`config.mk`:
```
export PLATFORM = sky130hd
export DESIGN_NAME = sig_frame_seq
export DESIGN_NICKNAME = d
export VERILOG_FILES = /design/src/rtl/ofdm_pkg.sv /design/src/rtl/hdr_fifo.sv /design/src/rtl/sig_frame_seq.sv
export SDC_FILE = /design/constraint.sdc
export NUM_CORES = 1
export LEC_CHECK = 0
export ABC_AREA = 1
export BUFFER_PORTS_ARGS = -buffer_cell sky130_fd_sc_hd__buf_2
export CAP_MARGIN = 10
export CORE_MARGIN = 2
export CORE_UTILIZATION = 40
export DETAILED_ROUTE_END_ITERATION = 12
export PLACE_DENSITY = 0.64
export REMOVE_ABC_BUFFERS = 1
export SYNTH_ARGS = -nofsm -noshare
export SYNTH_HDL_FRONTEND = slang
export SYNTH_SLANG_ARGS = --single-unit
export TNS_END_PERCENT = 1
```
`constraint.sdc`:
```
create_clock -name pld_clk -period 3.2 [get_ports pld_clk]
set_input_delay 0.16 -clock pld_clk [delete_from_list [all_inputs] [get_ports pld_clk]]
set_output_delay 0.16 -clock pld_clk [all_outputs]
set_load 0.1 [all_outputs]
```
`src/rtl/ofdm_pkg.sv`:
```
// Shared types for the OFDM transmit-chain SIGNAL-field sequencing logic.
package ofdm_pkg;

  localparam int TYPE_W_DEF = 4;
  localparam int LEN_W_DEF  = 16;

  typedef struct packed {
    logic [TYPE_W_DEF-1:0] typ;
    logic [LEN_W_DEF-1:0]  len;
  } sig_hdr_t;

  typedef enum logic [2:0] {
    ST_IDLE = 3'd0,
    ST_HDR  = 3'd1,
    ST_VLD  = 3'd2,
    ST_RUN  = 3'd3,
    ST_GAP  = 3'd4
  } frame_state_e;

endpackage

```
`src/rtl/hdr_fifo.sv`:
```
// Synchronous circular FIFO for queued frame headers, with registered level.
module hdr_fifo #(
  parameter int W     = 20,
  parameter int DEPTH = 4,
  localparam int AW   = $clog2(DEPTH)
) (
  input  logic          clk_i,
  input  logic          rst_i,
  input  logic          wr_i,
  input  logic [W-1:0]  wdata_i,
  input  logic          rd_i,
  output logic [W-1:0]  rdata_o,
  output logic          full_o,
  output logic          empty_o,
  output logic [AW:0]   level_o
);

  logic [W-1:0]  mem_q [DEPTH];
  logic [AW-1:0] wr_ptr_q, rd_ptr_q;
  logic [AW:0]   level_q, level_d;
  logic          push, pop;

  assign full_o  = (level_q == (AW+1)'(DEPTH));
  assign empty_o = (level_q == '0);
  assign level_o = level_q;
  assign rdata_o = mem_q[rd_ptr_q];

  // A pop in the same cycle frees the slot, so a write while full is accepted then.
  assign pop  = rd_i && !empty_o;
  assign push = wr_i && (!full_o || pop);

  always_comb begin
    level_d = level_q;
    if (push && !pop) begin
      level_d = level_q + (AW+1)'(1);
    end else if (!push && pop) begin
      level_d = level_q - (AW+1)'(1);
    end
  end

  always_ff @(posedge clk_i) begin
    if (rst_i) begin
      wr_ptr_q <= '0;
      rd_ptr_q <= '0;
      level_q  <= '0;
    end else begin
      level_q <= level_d;
      if (push) wr_ptr_q <= wr_ptr_q + AW'(1);
      if (pop)  rd_ptr_q <= rd_ptr_q + AW'(1);
    end
  end

  always_ff @(posedge clk_i) begin
    if (push) mem_q[wr_ptr_q] <= wdata_i;
  end

endmodule

```
`src/rtl/sig_frame_seq.sv`:
```
// Multi-frame SIGNAL-field sequencer: queues headers and issues them to TRANS one frame at a time.
//   state | meaning
//   IDLE  | waiting for enable and a queued header
//   HDR   | new_frame pulse, per-frame counters cleared
//   VLD   | sig_di_vld pulse
//   RUN   | counting tx_vld samples; end-of-frame or timeout detection
//   GAP   | programmable inter-frame gap
module sig_frame_seq
  import ofdm_pkg::*;
#(
  parameter int TYPE_W   = TYPE_W_DEF,
  parameter int LEN_W    = LEN_W_DEF,
  parameter int DEPTH    = 4,
  parameter int CNT_W    = 16,
  parameter int END_IDLE = 8,
  parameter int NF_W     = 8,
  localparam int LVL_W   = $clog2(DEPTH) + 1,
  localparam int SCNT_W  = LEN_W + 8
) (
  input  logic              pld_clk,
  input  logic              pld_rst,
  input  logic              enable,
  input  logic              hdr_wr,
  input  logic [TYPE_W-1:0] hdr_type,
  input  logic [LEN_W-1:0]  hdr_len,
  output logic              hdr_full,
  output logic [LVL_W-1:0]  hdr_level,
  input  logic [CNT_W-1:0]  cfg_gap,
  input  logic [CNT_W-1:0]  cfg_timeout,
  input  logic              tx_vld,
  output logic              new_frame,
  output logic [TYPE_W-1:0] sig_di_type,
  output logic [LEN_W-1:0]  sig_di_len,
  output logic              sig_di_vld,
  output logic              busy,
  output logic [NF_W-1:0]   frame_cnt,
  output logic [SCNT_W-1:0] sample_cnt,
  output logic              timeout_err
);

  localparam int HW = TYPE_W + LEN_W;

  frame_state_e      state_q, state_d;
  logic [TYPE_W-1:0] type_q, type_d;
  logic [LEN_W-1:0]  len_q, len_d;
  logic [SCNT_W-1:0] sample_q, sample_d;
  logic [CNT_W-1:0]  idle_q, idle_d;
  logic [CNT_W-1:0]  wait_q, wait_d;
  logic [CNT_W-1:0]  gap_q, gap_d;
  logic [NF_W-1:0]   fcnt_q, fcnt_d;
  logic              terr_q, terr_d;

  logic              fifo_rd;
  logic              fifo_empty;
  logic [HW-1:0]     fifo_head;

  hdr_fifo #(
    .W     (HW),
    .DEPTH (DEPTH)
  ) u_hdr_fifo (
    .clk_i   (pld_clk),
    .rst_i   (pld_rst),
    .wr_i    (hdr_wr),
    .wdata_i ({hdr_type, hdr_len}),
    .rd_i    (fifo_rd),
    .rdata_o (fifo_head),
    .full_o  (hdr_full),
    .empty_o (fifo_empty),
    .level_o (hdr_level)
  );

  always_comb begin
    state_d  = state_q;
    type_d   = type_q;
    len_d    = len_q;
    sample_d = sample_q;
    idle_d   = idle_q;
    wait_d   = wait_q;
    gap_d    = gap_q;
    fcnt_d   = fcnt_q;
    terr_d   = terr_q;
    fifo_rd  = 1'b0;

    unique case (state_q)
      ST_IDLE: begin
        if (enable && !fifo_empty) begin
          fifo_rd = 1'b1;
          type_d  = fifo_head[LEN_W +: TYPE_W];
          len_d   = fifo_head[LEN_W-1:0];
          state_d = ST_HDR;
        end
      end
      ST_HDR: begin
        sample_d = '0;
        idle_d   = '0;
        wait_d   = '0;
        state_d  = ST_VLD;
      end
      ST_VLD: begin
        state_d = ST_RUN;
      end
      ST_RUN: begin
        // A non-zero sample count doubles as the "first sample seen" flag since it saturates.
        if (tx_vld) begin
          if (sample_q != {SCNT_W{1'b1}}) sample_d = sample_q + SCNT_W'(1);
          idle_d = '0;
        end else if (sample_q != '0) begin
          if (idle_q == CNT_W'(END_IDLE - 1)) begin
            state_d = ST_GAP;
            gap_d   = cfg_gap;
            fcnt_d  = fcnt_q + NF_W'(1);
          end else begin
            idle_d = idle_q + CNT_W'(1);
          end
        end else if (cfg_timeout != '0) begin
          if (wait_q == cfg_timeout - CNT_W'(1)) begin
            state_d = ST_GAP;
            gap_d   = cfg_gap;
            terr_d  = 1'b1;
          end else begin
            wait_d = wait_q + CNT_W'(1);
          end
        end
      end
      ST_GAP: begin
        // Leaving on a count of 1 gives exactly cfg_gap cycles here, and 1 cycle for a gap of 0.
        if (gap_q <= CNT_W'(1)) begin
          state_d = ST_IDLE;
        end else begin
          gap_d = gap_q - CNT_W'(1);
        end
      end
      default: begin
        state_d = ST_IDLE;
      end
    endcase
  end

  always_ff @(posedge pld_clk) begin
    if (pld_rst) begin
      state_q  <= ST_IDLE;
      type_q   <= '0;
      len_q    <= '0;
      sample_q <= '0;
      idle_q   <= '0;
      wait_q   <= '0;
      gap_q    <= '0;
      fcnt_q   <= '0;
      terr_q   <= 1'b0;
    end else begin
      state_q  <= state_d;
      type_q   <= type_d;
      len_q    <= len_d;
      sample_q <= sample_d;
      idle_q   <= idle_d;
      wait_q   <= wait_d;
      gap_q    <= gap_d;
      fcnt_q   <= fcnt_d;
      terr_q   <= terr_d;
    end
  end

  assign new_frame   = (state_q == ST_HDR);
  assign sig_di_vld  = (state_q == ST_VLD);
  assign busy        = (state_q != ST_IDLE);
  assign sig_di_type = type_q;
  assign sig_di_len  = len_q;
  assign frame_cnt   = fcnt_q;
  assign sample_cnt  = sample_q;
  assign timeout_err = terr_q;

endmodule

```
**After elaboration in Yosys (flattened, before gate mapping)**

Memories as Yosys holds them, arrays and structs flattened. A register that Yosys moved wholly into a read port is not among the register bits.
Index checks and enable logic that the tools add are counted.
Widths: inputs -> output; s select.

- Output and inout bits: 60
- Bits in writable memories: 80
- Bits of input ports: 57
- Memories kept: 1
- Word-level logic and storage cells: 105
- Register bits: 91

- Multiplexer cells: 33
- Reduce and logical (&&, ||, !) cells: 26
- Add/sub/neg operators: 10
- Equality and inequality tests: 22
- Bitwise operators: 2
- $lt $le $gt $ge: 1

Memories:

| name | depth | width | read ports | clocked after Yosys merged registers in | write ports | RTL line | source |
|---|---|---|---|---|---|---|---|
| u_hdr_fifo.mem_q | 4 | 20 | 1 | 1 | 1 | hdr_fifo.sv:18 | `logic [W-1:0] mem_q [DEPTH];` |

Operators by type and width:

| cell | count |
|---|---|
| $mux 16 | 13 |
| $pmux 16 s2 | 3 |
| $mux 24 | 2 |
| $pmux 24 s2 | 1 |
| $add 16x1->16 const B | 2 |
| $sub 16x1->16 const B | 2 |
| $mux 3 | 9 |
| $add 24x1->24 const B | 1 |
| $ne 24x24->1 const B | 1 |
| $reduce_bool 24->1 | 1 |
| $ne 2x2->1 const B | 9 |
| $eq 16x16->1 | 1 |
| $eq 16x3->1 const B | 1 |
| $le 16x1->1 const B | 1 |
| $reduce_bool 16->1 | 1 |
| $ne 3x3->1 const B | 5 |
| $pmux 3 s5 | 1 |
| $reduce_and 6->1 | 2 |
| $reduce_and 5->1 | 2 |
| $add 8x1->8 const B | 1 |
| $eq 3x2->1 const B | 2 |
| $eq 3x3->1 const B | 2 |
| $logic_not 3->1 | 2 |
| $reduce_and 3->1 | 2 |
| 13 further kinds | 27 |

**Longest topological paths before layout**

- Word-level depth: 12
- Gate-level depth with buffers: 19
- Gate-level depth less buffers: 18

**Hierarchy**

Synthesis repeated with hierarchy kept, for this count alone.

- Cells, all modules: 1248
- Area total of the unflattened synthesis: 9733.1 um^2

Modules (own cells, without submodules):

| module | seq. area each (um^2) | cells each | times used | area each (um^2) |
|---|---|---|---|---|
| sig_frame_seq | 2082.0 | 982 | 1 | 6289.8 |
| hdr_fifo | 2582.5 | 266 | 1 | 3443.3 |

**Worst setup path before layout**

No wires, ideal clock.

- Path type: reg-to-reg
- Start: reg u_hdr_fifo.level_q[2] (netlist: u_hdr_fifo.level_o[2])
- End: reg u_hdr_fifo.level_q[1] (netlist: u_hdr_fifo.level_o[1])
- Cell stages (with the launch flop): 11
- Path slack: -1415 ps
- Arrival: 4498 ps
- Data required time: 3083 ps
- Clock period less this slack: 4615 ps
- Buffers on the path: 0
- Setup time: 117 ps
- Path through: dfxtp_1 -> inv_1 -> nor3_1 -> nand2_1 -> nand2_1 -> inv_1 -> ha_1 -> inv_1 -> fa_1 -> o21ai_0 -> nor2_1

- Elaborated cells between the ends (all ways): 16
- Classes of those cells: eq/ne (1); mux (3); reduce/logical (12)

RTL lines:

| element | RTL line | source |
|---|---|---|
| start: declaration | hdr_fifo.sv:20 | `logic [AW:0] level_q, level_d;` |
| start signal: assignment | hdr_fifo.sv:47 | `level_q <= level_d;` |
| $eq 3x3->1 | hdr_fifo.sv:23 | `assign full_o = (level_q == (AW+1)'(DEPTH));` |
| via hdr_full | sig_frame_seq.sv:26 | `output logic hdr_full,` |
| $logic_not 1->1 | hdr_fifo.sv:30 | `assign push = wr_i && (!full_o \|\| pop);` |
| $logic_or 1x1->1 | hdr_fifo.sv:30 |  |
| $logic_and 1x1->1 | hdr_fifo.sv:30 |  |
| via u_hdr_fifo.push | hdr_fifo.sv:21 | `logic push, pop;` |
| $logic_and 1x1->1 | hdr_fifo.sv:34 | `if (push && !pop) begin` |
| $mux 3 | hdr_fifo.sv:34 |  |
| via u_hdr_fifo.level_d[1] | hdr_fifo.sv:20 |  |

The timed path passes the listed nets, and every way through them passes these cells.
A chain may end at the register's enable or synchronous reset.

**Final worst setup path**

- Start: reg sample_q[12] (netlist: sample_cnt[12])
- End: reg sample_q[11] (netlist: sample_cnt[11])

- Longest elaborated chain between the ends: 3

RTL lines:

| element | RTL line | source |
|---|---|---|
| start: declaration | sig_frame_seq.sv:46 | `logic [SCNT_W-1:0] sample_q, sample_d;` |
| start signal: assignment | sig_frame_seq.sv:154 | `sample_q <= sample_d;` |
| $ne 24x24->1 | sig_frame_seq.sv:105 | `if (sample_q != {SCNT_W{1'b1}}) sample_d = sample_q + SCNT_W'(1);` |
| $ne 2x2->1 (no line) | -- |  |
| $reduce_and 3->1 (no line) | -- |  |

Every way passes these cells.

==> results.toml <==
[run_status]
status = "finished clean"

[logic_synthesis]
synth_most_common_cell = "nor2_1"
synth_edf_count = 80
synth_area_mm2 = 0.00976
synth-async-reset-ratio_pct = 0
synth.largest_area_cell = "edfxtp_1"
yosys-top-cells-count = "230 x nor2_1, 222 x nand2_1, 137 x inv_1"
yosysTopAreaCellShare_pct = 24.6
synthFlopType = "dfxtp_1"
netlist_instances = 1269
yosysSeqAreaShare_pct = 47.4
yosys_warnings = 0
synthDistinctLibCells = 44
synth.avg_cell_area_um2 = 7.69
ys_ff_latch = 191
synth.area.top_cells = "edfxtp_1 25%, dfxtp_1 23%, nor2_1 8.8%"

[floorplan]
die-area_mm2 = 0.0257
start_util_pct = 40.5
die_h_um = 160
rows = 57
core_mm2 = 0.0241
dieWidth_um = 160
ios = 117

[global_routing]
overflow = 0
grt_max_degree = 51
first_global_vias = 8234
grt_usage_pct = 18.9
antenna_found_initial = 0
grt_pass1_wl_um = 39600

[power]
p_int_mw = 4.58
swShare_pct = 44.2
p_leak_nw = 4.58
power_density_mw_per_mm2 = 717
power_frac_comb_pct = 37.8
power.share.clock_pct = 25.8
p_seq_share_pct = 36.4
ir_drop_v = 0.000629
p_switching_mw = 3.63

[route]
drc = 0
routed_via_density = 4.99
drt-total-wl_um = 24200
ant_nets = 0
drtIter0Drc = 538
num_vias = 8645
first_pass_iters = 5
wire_per_inst_um = 14.0

[setup_path]
crit_family = "simple AND/OR/NAND/NOR gates"
cp_slowest_cell = "dfxtp_1"
critPathKind = "flop to flop"
cpPeakStageDelay_ns = 0.41
crit_required_ns = 3.57
crit_fanout = 13
cp.buffers_inverters = 1
cp-end-kind = "flop"
cp_common_cell = "nand2_1"
crit_path_start_kind = "flop"
worstPathArrival_ns = 2.93
crit_chain = "nand2_1 -> nor2_1 -> nand2_1 -> nor3_1 -> nand3_1 -> nand2_1 -> nand2_1 -> inv_1 -> nor2_1 -> nand2_1 -> o21ai_0 -> a21oi_1"

[cts]
cts_tree = "done"
cts_root_buf = "clkbuf_16"
cts.sinks = 191
cts.path.max_buffers = 2
post_cts_buffers = 0
cts-buffers-inserted = 17
post_cts_resized = 0
h-tree-depth = 4
ctsHoldBuffers = 20
path_clk_slew_ns = 0.09
worstSkewPairLatency_ns = 0.43

[timing]
worst_slew_pin_slew_ns = 0.674
clock.fmax_mhz = 390
final.setup.tns_ns = 0
relSlewSlack_pct = 55.0
skew_ns = 0.0190
timing.final.ws_setup_ns = 0.636
fin_crit_sh_pct = 80.1
rsz0062_at_grt = "no"
setup-violations-final = 0
final-hold-violation-count = 0
maxSlewViolCount = 0
finalCriticalPeriod_ns = 2.56

[flow_run]
drv_cap = 0

[placed_design]
placedCellCount = 1681
dp_hpwl_um = 16600
place_congestion = 0.924
pre_cts_slack_ns = 0.707
portBuffers = 116

[layout]
insertedDiodeCount = 0
fin_cells = 1733
fin_util_pct = 47.5
finalNetCount = 1467
area.growth.synth_to_final_pct = 17.4
drive_gt1_share_pct = 13.8

[worst_hold_path]
holdCritPathClass = "input port to flop"
final cells by class:
| class | count | area, µm² |
|---|---|---|
| clock buffers | 17 | 425 |
| repair buffers | 150 | 886 |
| fillers | 2431 | 12700 |
| inverters | 140 | 526 |
| flip-flops and latches | 191 | 4620 |
| multi-input cells | 896 | 4420 |
| well taps | 324 | 405 |
| clock inverters | 15 | 165 |
cells by family after synthesis:
| family | after synthesis | share of synthesized area [%] |
|---|---|---|
| compound gates | 209 | 11.4 |
| xor+xnor | 36 | 3.23 |
| fa+ha+maj | 14 | 1.87 |
| buf+inv | 182 | 7.37 |
| flops | 191 | 47.4 |
| mux | 1 | 0.103 |
| simple gates | 636 | 28.6 |
per-stage QoR:
| step | hold slack (ns) | power, mW | instance area, µm² |
|---|---|---|---|
| after floorplan | 0.229 | 5.38 | 9560 |
| after global placement | 0.372 | 6.09 | 10700 |
| after detailed placement | 0.375 | 6.13 | 10700 |
| after CTS | 0.0308 | 8.26 | 11500 |
| after global routing | 0.0809 | 8.65 | 11500 |
| final | 0.0463 | 8.21 | 11500 |
worst min-delay path: cells and delay by family:
kind / cells / cell delay [ns]
buf+inv: 1 / 0.07
simple gates: 4 / 0.21
power groups by stage:
stage / Clock (mW) / Combinational [mW] / Sequential, mW
after global placement: 0 / 3.06 / 3.03
after CTS: 2.16 / 3.12 / 2.99
after detailed placement: 0 / 3.09 / 3.04
final: 2.12 / 3.10 / 2.98
after floorplan: 0 / 1.52 / 3.86
after global routing: 2.24 / 3.39 / 3.02
metal layers:
| layer | track usage (%) | share of wire, % |
|---|---|---|
| met5 | 0 | 0 |
| met4 | 6.22 | 2.0 |
| met1 | 23.7 | 45 |
| met3 | 4.21 | 5.8 |
| met2 | 32.5 | 47 |
registers in the layout, summed over array words and instances, names as in the netlist:
register,flops
frame_cnt,8
gap_q,16
idle_q,16
sample_cnt,24
sig_di_len,16
sig_di_type,4
state_q,3
timeout_err,1
u_hdr_fifo.level_o,3
u_hdr_fifo.mem_q,80
u_hdr_fifo.rd_ptr_q,2
u_hdr_fifo.wr_ptr_q,2
wait_q,16
path summary, 6_finish.rpt:
kind	start	end	slack (ns)	cells after the start
max reg2reg	sample_cnt[12]	sample_cnt[11]	0.64	12
max	sample_cnt[12]	sample_cnt[11]	0.64	12
min	cfg_gap[15]	gap_q[15]	0.05	5
min reg2reg	frame_cnt[6]	frame_cnt[6]	0.49	2
placed cells by master (no fill, tap or decap), types with 4 or more instances in the layout:
cell type and instances:
buf_2 116, nor2_1 227, buf_4 14, nand3_1 76
dlygate4sd3_1 20, xnor2_1 16, nor2_4 4, nand4_1 25
nor2_2 11, o21ai_0 96, inv_8 6, a31oi_1 23
nand3b_1 9, nor3_1 36, a21oi_1 76, clkbuf_16 17
dfxtp_1 111, nand2_1 222, o21a_1 5, inv_1 137
xor2_1 20, ha_1 13, nor4_1 10, edfxtp_1 80
Note: power is estimated with default switching activity, not from simulation.
